File: config.mk
export PLATFORM = sky130hd
export DESIGN_NAME = guess_level_ctrl
export DESIGN_NICKNAME = d
export VERILOG_FILES = /design/src/rtl/guess_level_ctrl.sv
export SDC_FILE = /design/constraint.sdc
export NUM_CORES = 1
export LEC_CHECK = 0
export ABC_AREA = 0
export CORE_UTILIZATION = 30
export DETAILED_ROUTE_END_ITERATION = 10
export HOLD_SLACK_MARGIN = 0.08
export SYNTH_ARGS = -nofsm -noshare
export SYNTH_HDL_FRONTEND = slang
export SYNTH_SLANG_ARGS = --single-unit
File: constraint.sdc
create_clock -name clk -period 4.3 [get_ports clk]
set_clock_uncertainty 0.2 [all_clocks]
set_input_delay 0.43 -clock clk [delete_from_list [all_inputs] [get_ports clk]]
set_output_delay 0.43 -clock clk [all_outputs]
set_load 0.01 [all_outputs]
File: src/rtl/guess_level_ctrl.sv
// Level controller for the number-guessing game: level/round/miss tracking, per-level countdown, per-level limits.
// All outputs registered; one cycle from a sampled input. No backpressure: each confirm rising edge is acted on once.
module guess_level_ctrl #(
  parameter int NUM_LEVELS       = 3,
  parameter int ROUNDS_PER_LEVEL = 5,
  parameter int BASE_MISSES      = 3,
  parameter int TIMER_W          = 7,
  parameter int LEVEL_TIME       = 30
) (
  input  logic               clk,
  input  logic               restart,
  input  logic               sec_tick,
  input  logic               confirm,
  input  logic               guess_correct,
  output logic [2:0]         level,
  output logic [2:0]         max_digit,
  output logic [3:0]         max_misses,
  output logic [3:0]         round,
  output logic [3:0]         misses,
  output logic [TIMER_W-1:0] timer,
  output logic               level_up,
  output logic               game_over,
  output logic               game_won
);

  typedef enum logic [1:0] {S_PLAY, S_LVUP, S_WIN, S_OVER} state_t;

  localparam logic [2:0]         TOP_LEVEL = 3'(NUM_LEVELS);
  localparam logic [3:0]         LAST_RND  = 4'(ROUNDS_PER_LEVEL - 1);
  localparam logic [3:0]         RST_MM    = 4'(BASE_MISSES);
  localparam logic [TIMER_W-1:0] RST_TIMER = TIMER_W'(LEVEL_TIME);

  function automatic logic [TIMER_W-1:0] time_for(input logic [2:0] l);
    return TIMER_W'(LEVEL_TIME * int'(l));
  endfunction

  function automatic logic [3:0] limit_for(input logic [2:0] l);
    return RST_MM + {1'b0, l} - 4'd1;
  endfunction

  state_t             state, state_n;
  logic               confirm_q;
  logic               cfm_edge;
  logic [2:0]         level_n, max_digit_n;
  logic [3:0]         max_misses_n, round_n, misses_n;
  logic [TIMER_W-1:0] timer_n;
  logic               level_up_n, game_over_n, game_won_n;

  assign cfm_edge = confirm & ~confirm_q;

  always_comb begin
    state_n      = state;
    level_n      = level;
    round_n      = round;
    misses_n     = misses;
    timer_n      = timer;
    max_misses_n = max_misses;
    max_digit_n  = max_digit;
    level_up_n   = 1'b0;
    game_over_n  = game_over;
    game_won_n   = game_won;

    case (state)
      S_PLAY: begin
        if (timer == '0) begin
          state_n      = S_OVER;
          game_over_n  = 1'b1;
          max_digit_n  = 3'd0;
          max_misses_n = 4'd0;
        end else begin
          if (sec_tick) timer_n = timer - 1'b1;
          if (cfm_edge && guess_correct) begin
            if (round == LAST_RND) begin
              if (level == TOP_LEVEL) begin
                state_n      = S_WIN;
                game_won_n   = 1'b1;
                max_digit_n  = 3'd0;
                max_misses_n = 4'd0;
              end else begin
                // Level-up values are applied on entry so LVUP already shows the new level.
                state_n      = S_LVUP;
                level_n      = level + 3'd1;
                round_n      = 4'd0;
                misses_n     = 4'd0;
                timer_n      = time_for(level + 3'd1);
                max_misses_n = limit_for(level + 3'd1);
                max_digit_n  = level + 3'd1;
                level_up_n   = 1'b1;
              end
            end else begin
              round_n = round + 4'd1;
            end
          end else if (cfm_edge) begin
            misses_n = misses + 4'd1;
            if (misses + 4'd1 == max_misses) begin
              state_n      = S_OVER;
              game_over_n  = 1'b1;
              max_digit_n  = 3'd0;
              max_misses_n = 4'd0;
            end
          end
        end
      end
      S_LVUP: state_n = S_PLAY;
      S_WIN, S_OVER: begin
        if (cfm_edge) begin
          state_n      = S_PLAY;
          level_n      = 3'd1;
          round_n      = 4'd0;
          misses_n     = 4'd0;
          timer_n      = RST_TIMER;
          max_misses_n = RST_MM;
          max_digit_n  = 3'd1;
          game_over_n  = 1'b0;
          game_won_n   = 1'b0;
        end
      end
      default: state_n = S_PLAY;
    endcase
  end

  always_ff @(posedge clk) begin
    // Tracks confirm even during restart so a held button yields no edge afterwards.
    confirm_q <= confirm;
    if (restart) begin
      state      <= S_PLAY;
      level      <= 3'd1;
      round      <= 4'd0;
      misses     <= 4'd0;
      timer      <= RST_TIMER;
      max_misses <= RST_MM;
      max_digit  <= 3'd1;
      level_up   <= 1'b0;
      game_over  <= 1'b0;
      game_won   <= 1'b0;
    end else begin
      state      <= state_n;
      level      <= level_n;
      round      <= round_n;
      misses     <= misses_n;
      timer      <= timer_n;
      max_misses <= max_misses_n;
      max_digit  <= max_digit_n;
      level_up   <= level_up_n;
      game_over  <= game_over_n;
      game_won   <= game_won_n;
    end
  end

endmodule

==> flow_metrics.tcl <==
set metrics [dict create \
    start_util_pct 31.09 \
    synth_edf_count 0 \
    dp.cells 338 \
    tns_ns 0 \
    first_iter_violations 142 \
    nFillCells 636 \
    worstMarginPinSlew_ns 0.5377 \
    dieHeight_um 83.13 \
    hold_class "register to register" \
    rsz0062_at_grt "false" \
    synth.area.mux_share_pct 2.028 \
    numCtsBuffers 5 \
    multiInputGateArea_um2 1275 \
    preCtsSetupSlack_ns 1.145 \
    wl_um 5219 \
    synth.distinct_cells 59 \
    maxUsedRoutingLayer "met4" \
    nets 287 \
    hold_viol_final 0 \
    drc 0 \
    fin_ws_ns 1.150 \
    cp-end-kind "register" \
    post-cts-setup-buffer-count 0 \
    syn_to_final_growth_pct 24.33 \
    final_antenna_net_count 0 \
    clock_latency_ns 0.29 \
    async_flop_share_pct 0 \
    die-area_um2 6910 \
    synth_area_leader_cell "dfxtp_1" \
    max_cap_violations 0 \
    ys_seq_area_share_pct 30.42 \
    syn-num-nets 255 \
    grt_max_degree 18 \
    grt_pass1_wl_um 8838 \
    place_area_um2 2360 \
    m1WireLength_um 2637 \
    cts_max_path_buffers 2 \
    cts_root_buffer "clkbuf_8" \
    num_vias 1866 \
    rows 29 \
    regArea_um2 600.6 \
    final_area_um2 2455 \
    antenna_found_initial 0 \
    syn_area_um2 1974 \
    synth.avg_cell_area_um2 8.366 \
    routed_via_density 5.393 \
    cts_tree "done" \
    cts_resized 0 \
    final_cells 346 \
    drive_gt1_share_pct 8.550 \
    clock.fmax_ghz 0.3175 \
    wl_met3_um 216 \
    synth_top_family_by_area "simple AND/OR/NAND/NOR gates" \
    synth_xor_area_share_pct 6.084 \
    ir_drop_mv 0.1422 \
    cts_sinks 30 \
    slew_viol_final 0 \
    final_core_util_pct 38.66 \
    ios 33 \
    power.total_mw 0.6051 \
    synth_cells 236 \
    synth_common_cells "dfxtp_1 (30), nand2_1 (19), ha_1 (14), inv_1 (14), nor2_1 (14)" \
    yosys_warnings 0 \
    yosys-top-cells-area "dfxtp_1 (30%), ha_1 (8.9%), nand2_1 (3.6%)" \
    crit_type "register to register" \
    start_kind "register" \
    yosysMostFrequentCell "dfxtp_1" \
    coreArea_um2 6350 \
    power_density_nw_per_um2 246.5 \
    cts.reportedPaths.clkPinSlew_ns 0.06 \
    setup_viol 0 \
    die_w_um 83.13 \
    run_status "finished, final reports clean" \
    overflow 0 \
    cp.arrival_ns 3.14 \
    synthSimpleGateAreaFrac_pct 26.30 \
    synth_fa_ha_area_share_pct 8.872 \
    cts_hold_buf 0 \
    gp_congestion 0.8835 \
    route.met2.wl_um 2294 \
    firstDrtPassIters 4 \
    regToRegSetupSlack_ns 1.15 \
    synthFlopType "dfxtp_1" \
    max_slew_margin_pct 63.91 \
    n_antenna_cell 0 \
    min_period_ns 3.150 \
    fin_crit_sh_pct 73.25 \
    grt_usage_pct 15.65 \
    critical_path.max_fanout 13 \
    io_buffers 32 \
    ys_ff_latch 30 \
    dp_hpwl_um 3826 \
    leakage_nw 0.9364 \
    crit_required_ns 4.29 \
    fin_hold_ws_ns 0.2684 \
    wire_per_inst_um 15.08 \
    synth_compound_area_share_pct 21.29 \
    cts_max_level 2 \
    synth_top_area_share_pct 30.42 \
    first_global_vias 1769 \
]
[state kept, by name, summed over array words and instances (netlist names)]
register / cells
confirm_q: 1
game_over: 1
game_won: 1
level: 3
level_up: 1
max_digit: 3
max_misses: 3
misses: 4
round: 4
state: 2
timer: 7
[placed cells by master (no fill, tap or decap), types with 2 or more instances in the layout]
cell type         n
nand3_1          12
nand2_1          19
o211ai_1          3
dfxtp_1          30
a211oi_1          2
xor2_1            6
ha_1             14
buf_4             2
inv_1            14
o31ai_1           2
clkbuf_8          6
nor2b_1           2
nor2_1           14
o21ai_0          13
o211a_1           2
xnor2_1           5
or4_1             2
nand4_1           4
nor3_1           11
a311oi_1          2
clkdlybuf4s50_1  32
nand2b_1          3
o21a_1            2
o21ai_1           4
and3b_1           3
mux2i_1           4
a21oi_1          13
or2_2             2
a31oi_1           5
nand3b_1          2
or3_1             2
and4bb_2          2
a21oi_2           2
a221oi_1          2
[metal layers]
metal,global-route usage [%],up-vias
met3,3.082,7
li1,-,927
met5,0,-
met2,23.85,56
met1,22.21,876
met4,4.702,0
[where the power goes]
part	internal (mW)	switching [mW]	total [mW]	leakage, nW
registers	0.284	0.00833	0.292	0.243
logic	0.0316	0.0365	0.0680	0.646
clock network	0.129	0.116	0.245	0.0472
total	0.444	0.161	0.605	0.936
[cell families after synthesis]
logic type                 count (synthesis)
AOI/OAI and AO/OA                         63
adders and majority gates                 14
and+or+nand+nor                           90
muxes                                      4
buffers and inverters                     23
xor gates and xnor gates                  12
DFF                                       30
[layout make-up]
| type | instances | share of cell area, % |
|---|---|---|
| Sequential cell | 30 | 24.46 |
| Clock buffer | 6 | 3.364 |
| Timing Repair Buffer | 34 | 13.66 |
| Tap cell | 77 | 3.925 |
| Inverter | 14 | 2.141 |
| Multi-Input combinational cell | 183 | 51.94 |
| Clock inverter | 2 | 0.5097 |
[worst paths after layout]
| check | cells after the start | to | startpoint |
|---|---|---|---|
| worst max-delay path | 11 | timer[6]$_SDFFE_PP0P_ | level[0]$_SDFFE_PP1P_ |
| worst min-delay path | 2 | max_digit[2]$_SDFFE_PP0P_ | max_digit[2]$_SDFFE_PP0P_ |
| worst max register to register | 11 | timer[6]$_SDFFE_PP0P_ | level[0]$_SDFFE_PP1P_ |
| worst min register to register | 2 | max_digit[2]$_SDFFE_PP0P_ | max_digit[2]$_SDFFE_PP0P_ |
[worst max-delay path, stage by stage, from the launching register on]
cell      delay, ns
dfxtp_1        0.60
ha_1           0.25
ha_1           0.23
inv_1          0.10
ha_1           0.28
xor2_1         0.17
ha_1           0.23
a21boi_0       0.12
or4_4          0.43
a21oi_2        0.15
xor2_1         0.07
o311ai_1       0.21
Power figures use the tool's default switching activity.
